**src/rtl/ppu_vram_seq_pkg.sv**
```systemverilog
// Shared definitions for the PPU VRAM bus sequencer.
//   state_e : bus cycle phase encoding
//   ADDR_W  : VRAM address width
//   DATA_W  : VRAM data width
//   INC_1 / INC_32 : post-access increments of the CPU address counter
package ppu_vram_seq_pkg;

  localparam int ADDR_W = 14;
  localparam int DATA_W = 8;

  localparam logic [ADDR_W-1:0] INC_1  = 14'd1;
  localparam logic [ADDR_W-1:0] INC_32 = 14'd32;

  typedef enum logic [1:0] {
    ST_IDLE = 2'd0,
    ST_ALE  = 2'd1,
    ST_RD   = 2'd2,
    ST_WR   = 2'd3
  } state_e;

endpackage

```
**src/rtl/ppu_vram_addr_ctr.sv**
```systemverilog
// CPU-visible VRAM address counter.
//   clk_i, rst_n_i : clock, async active-low reset
//   load_i, load_addr_i : load a new counter value (beats the increment)
//   inc_i, inc32_i : advance by 32 when inc32_i, otherwise by 1
//   vaddr_o : current counter value; wraps modulo 2^14
module ppu_vram_addr_ctr
  import ppu_vram_seq_pkg::*;
(
  input  logic              clk_i,
  input  logic              rst_n_i,
  input  logic              load_i,
  input  logic [ADDR_W-1:0] load_addr_i,
  input  logic              inc_i,
  input  logic              inc32_i,
  output logic [ADDR_W-1:0] vaddr_o
);

  logic [ADDR_W-1:0] vaddr_q;
  logic [ADDR_W-1:0] vaddr_d;

  always_comb begin
    vaddr_d = vaddr_q;
    if (load_i) begin
      vaddr_d = load_addr_i;
    end else if (inc_i) begin
      // 14-bit add wraps naturally at the top of VRAM space
      vaddr_d = vaddr_q + (inc32_i ? INC_32 : INC_1);
    end
  end

  always_ff @(posedge clk_i or negedge rst_n_i) begin
    if (!rst_n_i) begin
      vaddr_q <= '0;
    end else begin
      vaddr_q <= vaddr_d;
    end
  end

  assign vaddr_o = vaddr_q;

endmodule

```
**src/rtl/ppu_vram_seq.sv**
```systemverilog
// PPU VRAM bus sequencer: arbitrates rendering fetches against CPU $2007
// accesses and runs the two-phase ALE / strobe bus cycle toward the pads.
//   PCLK, n_RES            : clock, async active-low reset
//   fetch_req/addr/done/data : rendering fetch port
//   cpu_rd_req/wr_req/wdata : $2007 access pulses
//   addr_load/addr_in/inc32/vaddr : CPU VRAM address counter
//   rd_buf, cpu_busy       : $2007 read buffer and access-in-progress flag
//   n_ALE_topad, n_PA, RD_topad, WR_topad, PD_out, pd_wdata, pd_drive : pad side
//
// state   | meaning
// --------+-------------------------------------------------
// IDLE    | no bus cycle in progress, bus outputs held
// ALE     | address phase, n_ALE_topad low, n_PA driven
// RD      | read strobe phase, PD_out captured at its end
// WR      | write strobe phase, write data driven onto AD
module ppu_vram_seq
  import ppu_vram_seq_pkg::*;
(
  input  logic              PCLK,
  input  logic              n_RES,
  input  logic              fetch_req,
  input  logic [ADDR_W-1:0] fetch_addr,
  output logic              fetch_done,
  output logic [DATA_W-1:0] fetch_data,
  input  logic              cpu_rd_req,
  input  logic              cpu_wr_req,
  input  logic [DATA_W-1:0] cpu_wdata,
  input  logic              addr_load,
  input  logic [ADDR_W-1:0] addr_in,
  input  logic              inc32,
  output logic [ADDR_W-1:0] vaddr,
  output logic [DATA_W-1:0] rd_buf,
  output logic              cpu_busy,
  output logic              n_ALE_topad,
  output logic [ADDR_W-1:0] n_PA,
  output logic              RD_topad,
  output logic              WR_topad,
  input  logic [DATA_W-1:0] PD_out,
  output logic [DATA_W-1:0] pd_wdata,
  output logic              pd_drive
);

  state_e            state_q;
  logic              fetch_req_q;
  logic [ADDR_W-1:0] fetch_addr_q;
  logic              cpu_pending_q;
  logic              cpu_wr_q;
  logic [DATA_W-1:0] cpu_wdata_q;
  logic              gnt_cpu_q;     // bus cycle in flight belongs to the CPU
  logic              n_ale_q;
  logic [ADDR_W-1:0] n_pa_q;
  logic              rd_q;
  logic              wr_q;
  logic              pd_drive_q;
  logic [DATA_W-1:0] pd_wdata_q;
  logic              fetch_done_q;
  logic [DATA_W-1:0] fetch_data_q;
  logic [DATA_W-1:0] rd_buf_q;

  logic strobe_end;
  logic cpu_done;
  logic grant_fetch;
  logic grant_cpu;
  logic grant_any;

  always_comb begin
    strobe_end  = (state_q == ST_RD) || (state_q == ST_WR);
    cpu_done    = strobe_end && gnt_cpu_q;
    grant_fetch = fetch_req_q;
    // the CPU access finishing this edge is still flagged pending; don't regrant it
    grant_cpu   = !fetch_req_q && cpu_pending_q && !cpu_done;
    grant_any   = ((state_q == ST_IDLE) || strobe_end) && (grant_fetch || grant_cpu);
  end

  // Request capture. cpu_busy mirrors cpu_pending_q, so anything arriving
  // while an access is pending or in flight is dropped here.
  always_ff @(posedge PCLK or negedge n_RES) begin
    if (!n_RES) begin
      fetch_req_q   <= 1'b0;
      fetch_addr_q  <= '0;
      cpu_pending_q <= 1'b0;
      cpu_wr_q      <= 1'b0;
      cpu_wdata_q   <= '0;
    end else begin
      fetch_req_q  <= fetch_req;
      fetch_addr_q <= fetch_addr;
      if (cpu_done) begin
        cpu_pending_q <= 1'b0;
      end else if (!cpu_pending_q && (cpu_rd_req || cpu_wr_req)) begin
        cpu_pending_q <= 1'b1;
        cpu_wr_q      <= cpu_wr_req;
        if (cpu_wr_req) begin
          cpu_wdata_q <= cpu_wdata;
        end
      end
    end
  end

  always_ff @(posedge PCLK or negedge n_RES) begin
    if (!n_RES) begin
      state_q      <= ST_IDLE;
      gnt_cpu_q    <= 1'b0;
      n_ale_q      <= 1'b1;
      n_pa_q       <= '1;
      rd_q         <= 1'b0;
      wr_q         <= 1'b0;
      pd_drive_q   <= 1'b0;
      pd_wdata_q   <= '0;
      fetch_done_q <= 1'b0;
      fetch_data_q <= '0;
      rd_buf_q     <= '0;
    end else begin
      fetch_done_q <= 1'b0;
      case (state_q)
        ST_IDLE, ST_RD, ST_WR: begin
          if (state_q == ST_RD) begin
            if (gnt_cpu_q) begin
              rd_buf_q <= PD_out;
            end else begin
              fetch_data_q <= PD_out;
              fetch_done_q <= 1'b1;
            end
          end
          rd_q       <= 1'b0;
          wr_q       <= 1'b0;
          pd_drive_q <= 1'b0;
          if (grant_any) begin
            state_q   <= ST_ALE;
            n_ale_q   <= 1'b0;
            gnt_cpu_q <= !grant_fetch;
            if (grant_fetch) begin
              n_pa_q <= ~fetch_addr_q;
            end else begin
              n_pa_q <= ~vaddr;
              if (cpu_wr_q) begin
                pd_wdata_q <= cpu_wdata_q;
              end
            end
          end else begin
            state_q <= ST_IDLE;
          end
        end
        ST_ALE: begin
          n_ale_q <= 1'b1;
          if (gnt_cpu_q && cpu_wr_q) begin
            state_q    <= ST_WR;
            wr_q       <= 1'b1;
            pd_drive_q <= 1'b1;
          end else begin
            state_q <= ST_RD;
            rd_q    <= 1'b1;
          end
        end
        default: state_q <= ST_IDLE;
      endcase
    end
  end

  ppu_vram_addr_ctr u_addr_ctr (
    .clk_i       (PCLK),
    .rst_n_i     (n_RES),
    .load_i      (addr_load),
    .load_addr_i (addr_in),
    .inc_i       (cpu_done),
    .inc32_i     (inc32),
    .vaddr_o     (vaddr)
  );

  assign fetch_done  = fetch_done_q;
  assign fetch_data  = fetch_data_q;
  assign rd_buf      = rd_buf_q;
  assign cpu_busy    = cpu_pending_q;
  assign n_ALE_topad = n_ale_q;
  assign n_PA        = n_pa_q;
  assign RD_topad    = rd_q;
  assign WR_topad    = wr_q;
  assign pd_wdata    = pd_wdata_q;
  assign pd_drive    = pd_drive_q;

endmodule
```
**config.mk**
```make
export PLATFORM = sky130hd
export DESIGN_NAME = ppu_vram_seq
export DESIGN_NICKNAME = d
export VERILOG_FILES = /design/src/rtl/ppu_vram_seq_pkg.sv /design/src/rtl/ppu_vram_addr_ctr.sv /design/src/rtl/ppu_vram_seq.sv
export SDC_FILE = /design/constraint.sdc
export NUM_CORES = 1
export LEC_CHECK = 0
export CORE_ASPECT_RATIO = 0.5
export CORE_MARGIN = 2
export CORE_UTILIZATION = 38
export DETAILED_ROUTE_END_ITERATION = 8
export GPL_ROUTABILITY_DRIVEN = 1
export PLACE_DENSITY = 0.73
export SKIP_LAST_GASP = 1
export SLEW_MARGIN = 30
export SYNTH_ARGS = -nofsm -noshare
export SYNTH_HDL_FRONTEND = slang
export SYNTH_HIERARCHICAL = 1
export SYNTH_SLANG_ARGS = --single-unit
```
**constraint.sdc**
```tcl
create_clock -name PCLK -period 3.7 [get_ports PCLK]
set_clock_uncertainty 0.2 [all_clocks]
set_input_delay 1.11 -clock PCLK [delete_from_list [all_inputs] [get_ports PCLK]]
set_output_delay 1.11 -clock PCLK [all_outputs]
set_load 0.05 [all_outputs]
```
==> impl_metrics.toml, run 1 <==
[layout]
diodes = 0
final_common_cell = "clkdlybuf4s50_1"
final_nets = 413
drive_above_1_share_pct = 20.6
final_cell_mix = "107 x clkdlybuf4s50_1, 69 x dfrtp_1, 30 x mux2_2, 17 x mux2i_1, 15 x dfstp_2"
synthToLayoutAreaGrowth_pct = 42.5

[die]
die_area_um2 = 9970
fp.dieW_um = 139
coreArea_um2 = 8800
start_util_pct = 39.5
die_h_um = 71.6
rows = 24
io_pins = 109

[synth]
synth.avg_cell_area_um2 = 14.0
ys_seq_elements = 84
syn_nets = 303
syn_inst = 249
ys_seq_area_share_pct = 61.0
yosys_warnings = 6
synth.top_cell.area_share_pct = 49.7
synth_area_leaders = "dfrtp_1 50%, dfstp_2 11%, mux2_2 9.7%"
synth_area_um2 = 3480
synth_top_cell_by_area = "dfrtp_1"
ys_types = 39

[critical_path]
critPathSlowestCell = "clkdlybuf4s50_1"
crit_cells = 1
cpLargestDelayFamily = "buffers and inverters"
end_kind = "primary output"
cp_num_buf_inv = 1
critPathArrivalTime_ns = 1.73
crit_type = "reg2out"
worstPathMaxFanout = 6
critPathLaunchType = "flop"
critical_path.cell_chain = "clkdlybuf4s50_1"
crit_required_ns = 2.39
reg2reg_depth = 5
cpPeakStageDelay_ns = 0.87

[clocking]
htree_levels = 3
clock_latency_ns = 0.33
holdBufCountCts = 0
cts_tree = "built"
cts-resized-gates = 0
clock-sinks = 84
clock-root-buffer = "clkbuf_16"
clockBufferDepth = 2
cts.clk_slew.worst_paths_ns = 0.06
cts_setup_buffers = 0
cts_made_buffers = 9

[drt]
avgRoutedWirePerCell_um = 16.3
routed_wl_um = 7860
dr.pass1.iters = 4
vias_per_cell = 4.94
drcViolationCount = 0
first_iter_violations = 77
ant_nets = 0
vias = 2377

[global_route]
overflow = 0
grt_antenna_before_repair = 0
grt_pass1_vias = 2533
grtUsageTotal_pct = 16.6
grt_pass1_wl_um = 12800
grt_max_degree = 85

[power_and_ir_drop]
p_leak_nw = 2.06
p_per_area_nw_per_um2 = 937
ir_drop_mv = 0.497

[run_status]
run_status = "completed"

[placement]
hpwl_um = 5740
place.gp.congestion = 0.769
io_buffers = 108

[sta]
worstMarginPinSlew_ns = 0.912
holdWs_ns = 0.277
slew_headroom_pct = 39.2
rsz0062_at_grt = "false"
period_minus_slack_ns = 3.04
fmax_mhz = 329
setup_viol_count_final = 0
fin_tns_setup_ns = 0
hold_viol_final = 0
final-max-slew-violation-count = 0
fin_crit_sh_pct = 82.2

[min_path]
holdPathStages = 1
min_path_type = "reg2reg"

[run]
drv_cap = 0
## flip-flops by register name, indices dropped and copies added, names as in the netlist, 2 cells and up
name and count:
u_addr_ctr/vaddr_o 14, pd_wdata 8, state_q 2, cpu_wdata_q 8, fetch_data 8, rd_buf 8, n_PA 14, fetch_addr_q 14
## Yosys cell counts
cell type	instances
nor3b_1	1
inv_1	6
mux2_2	30
nand4b_4	1
nand3_1	3
nand4_4	1
clkbuf_1	3
and4_4	1
dfrtp_1	69
dfstp_2	15
ha_1	3
o21a_1	1
buf_6	1
a22oi_1	1
o21ai_4	1
xor2_1	4
nand2_1	11
mux2_4	7
and2_1	1
a22o_1	1
buf_4	3
a21boi_2	1
or4_1	1
nand3b_1	1
o21ai_0	13
buf_2	3
nor2_1	13
a31oi_1	9
nand4_1	3
or3_1	6
nand2b_1	1
a41oi_2	1
mux2i_1	17
or3_2	1
mux2_1	9
nor3_1	1
and3_1	1
a21oi_1	2
o31ai_1	2
## report_power, final
part           internal, mW  total, mW  switching, mW
Combinational         0.862       2.23           1.37
Clock                 0.547      0.874          0.327
Sequential             1.31       1.54          0.226
Total                  2.72       4.64           1.92
## final timing paths
| kind | from | endpoint | slack, ns |
|---|---|---|---|
| setup / recovery | u_addr_ctr/vaddr_o[10] | vaddr[10] | 0.66 |
| hold / removal | cpu_wdata_q[7] | pd_wdata[7] | 0.28 |
| setup reg to reg | gnt_cpu_q | u_addr_ctr/vaddr_o[13] | 1.30 |
| hold reg to reg | cpu_wdata_q[7] | pd_wdata[7] | 0.28 |
| max in group asynchronous | n_RES | fetch_data[0] | 2.18 |
| min in group asynchronous | n_RES | fetch_addr_q[13] | 0.63 |
## per-stage QoR
step | cells | total power, mW | area (µm²) | util [%] | setup slack [ns]
2_1_floorplan | 249 | 3.07 | 3480 | - | 1.16
3_5_place_dp | 465 | 3.80 | 4650 | 52.8 | 0.560
3_3_place_gp | 465 | 3.73 | 4650 | 52.8 | 0.619
5_1_grt | 481 | 4.86 | 4950 | 56.3 | 0.629
6_report | 481 | 4.64 | 4950 | 56.3 | 0.657
4_1_cts | 481 | 4.69 | 4950 | 56.3 | 0.666
## metal layers
layer / global-route usage [%] / up-vias / part of all wire, %
li1: - / 1112 / -
met1: 20.3 / 1206 / 42
met2: 29.3 / 48 / 53
met3: 4.34 / 11 / 3.6
met4: 5.72 / 0 / 1.4
met5: 0 / - / 0
## cell type report
class	instances	area (µm²)
inverters	6	22.5
well taps	117	146
flip-flops and latches	84	2120
fillers	708	3840
clock buffers	16	302
repair buffers	109	1090
multi-input cells	149	1270
## kinds of logic (layout without fill, tap and decap cells)
logic type | after synthesis | in the layout | synth area share [%]
fa+ha+maj | 3 | 3 | 1.08
mux | 63 | 63 | 20.6
compound gates | 32 | 32 | 6.16
xor+xnor | 4 | 4 | 1.01
flops | 84 | 84 | 61.0
simple gates | 47 | 47 | 7.81
buf+inv | 16 | 131 | 2.38
Power figures use the tool's default switching activity.
==> inputs of run 2 (changes only) <==
--- a/config.mk
+++ b/config.mk
@@ -10,7 +10,7 @@
 export CORE_UTILIZATION = 38
 export DETAILED_ROUTE_END_ITERATION = 8
 export GPL_ROUTABILITY_DRIVEN = 1
-export PLACE_DENSITY = 0.73
+export PLACE_DENSITY = 0.76
 export SKIP_LAST_GASP = 1
 export SLEW_MARGIN = 30
 export SYNTH_ARGS = -nofsm -noshare
==> constraint.sdc (replaced) <==
create_clock -name PCLK -period 2.55 [get_ports PCLK]
set_clock_uncertainty 0.2 [all_clocks]
set_input_delay 0.765 -clock PCLK [delete_from_list [all_inputs] [get_ports PCLK]]
set_output_delay 0.765 -clock PCLK [all_outputs]
set_load 0.05 [all_outputs]
==> impl_metrics.toml, run 2 (synthesized netlist as in run 1, its figures left out) <==
[run_status]
run_status = "completed"

[critical_path]
critical_path.cell_chain = "clkdlybuf4s50_1"
critPathLaunchType = "flop"
cp_num_buf_inv = 1
crit_required_ns = 1.59
crit_type = "reg2out"
cpLargestDelayFamily = "buffers and inverters"
cpPeakStageDelay_ns = 0.83
worstPathMaxFanout = 4
ff2ff_setup_slack_ns = 0.51
critPathArrivalTime_ns = 1.54
end_kind = "primary output"
critPathSlowestCell = "clkdlybuf4s50_1"

[layout]
diodes = 0
fillers = 691
stdcell_area_um2 = 4970
final_nets = 423
final_common_cell = "clkdlybuf4s50_1"
ff_latch_area_um2 = 2120
drive_above_1_share_pct = 29.7
multi_input_area_um2 = 1270
final_cell_mix = "78 x clkdlybuf4s50_1, 69 x dfrtp_1, 38 x buf_4, 30 x mux2_2, 17 x mux2i_1"
synthToLayoutAreaGrowth_pct = 43.1

[die]
die_area_um2 = 9970
fp.dieW_um = 139
start_util_pct = 39.5
rows = 24
coreArea_um2 = 8800
io_pins = 109
die_h_um = 71.6

[global_route]
grt_max_degree = 40
busiest_layer = "met2"
grt_pass1_wl_um = 13700
grtUsageTotal_pct = 17.6
grt_pass1_vias = 2654
grt_use_met2_pct = 31.4
use_met1_pct = 21.3
grt_antenna_before_repair = 0
overflow = 0
grt_use_met3_pct = 4.41

[drt]
first_iter_violations = 87
routed_wl_um = 8210
dr.pass1.iters = 4
ant_nets = 0
vias_per_cell = 4.91
avgRoutedWirePerCell_um = 16.7
vias = 2411
drcViolationCount = 0

[clocking]
clock_latency_ns = 0.33
holdBufCountCts = 0
cts_made_buffers = 9
cts.clk_slew.worst_paths_ns = 0.06
clockBufferDepth = 2
htree_levels = 3
cts_tree = "built"
clock-sinks = 84
clock-root-buffer = "clkbuf_16"

[run]
drv_cap = 0

[sta]
hold_viol_final = 0
period_minus_slack_ns = 2.51
finalWorstSetupSlack_ns = 0.0425
fin_crit_sh_pct = 98.3
slew_headroom_pct = 57.2
fmax_mhz = 399
rsz0062_at_grt = "false"
final-max-slew-violation-count = 0
setup_viol_count_final = 0
holdWs_ns = 0.144
worstMarginPinSlew_ns = 0.640

[power_and_ir_drop]
ir_drop_mv = 0.752
p_leak_nw = 2.16
total_power_mw = 6.74
p_per_area_nw_per_um2 = 1350

[placement]
place.gp.congestion = 0.756
place_area_um2 = 4670
place_ws_ns = -0.149
io_buffers = 108
hpwl_um = 6210

[min_path]
min_path_type = "in2async"
==> run 2: cell count changes in the layout (fill, tap and decap cells not counted) <==
cell,previous run,this run
buf_4,1,38
clkdlybuf4s50_1,107,78
clkbuf_8,5,2
dlymetal6s2s_1,0,2
buf_12,0,1
buf_6,1,0
bufinv_16,0,1
clkbuf_1,2,3
clkinv_2,0,1
==> run 2: path summary, 6_finish.rpt <==
check | endpoint | cells past startpoint | startpoint
hold reg to reg | pd_wdata[4] | 1 | cpu_wdata_q[4]
setup / recovery | cpu_busy | 1 | cpu_busy
hold / removal | fetch_addr_q[13] | 1 | n_RES
min in group PCLK | pd_wdata[4] | 1 | cpu_wdata_q[4]
setup reg to reg | u_addr_ctr/vaddr_o[13] | 5 | gnt_cpu_q
max in group asynchronous | n_PA[11] | 2 | n_RES
==> run 2: metrics by stage <==
stage	instances	util (%)	setup TNS, ns
final	491	56.5	0
after global routing	491	56.5	0
after CTS	491	56.5	0
after detailed placement	475	53.1	-0.701
after global placement	475	53.1	-0.383
after floorplan	249	-	0
==> run 2: cell type report <==
| type | count | share of cell area, % |
|---|---|---|
| Clock inverter | 2 | 0.705 |
| Clock buffer | 14 | 5.31 |
| Sequential cell | 84 | 42.7 |
| Inverter | 6 | 0.453 |
| Multi-Input combinational cell | 149 | 25.6 |
| Tap cell | 117 | 2.94 |
| Timing Repair Buffer | 119 | 22.3 |
==> run 2: routing by layer <==
layer,vias to the layer above,share of wire [%]
met5,-,0
met4,0,1.5
met3,10,3.5
met2,41,54
met1,1232,41
li1,1128,-
==> run 2: what timing repair did <==
action | in CTS | in global routing
endpoints found under the hold margin | 0 | 0
setup buffers | 0 | 0
resized for setup | 0 | 2
endpoints found under the setup margin | 0 | 2
==> run 2: power breakdown <==
group | switching (mW) | internal [mW]
Clock | 0.472 | 0.811
Combinational | 2.00 | 1.23
Sequential | 0.326 | 1.90
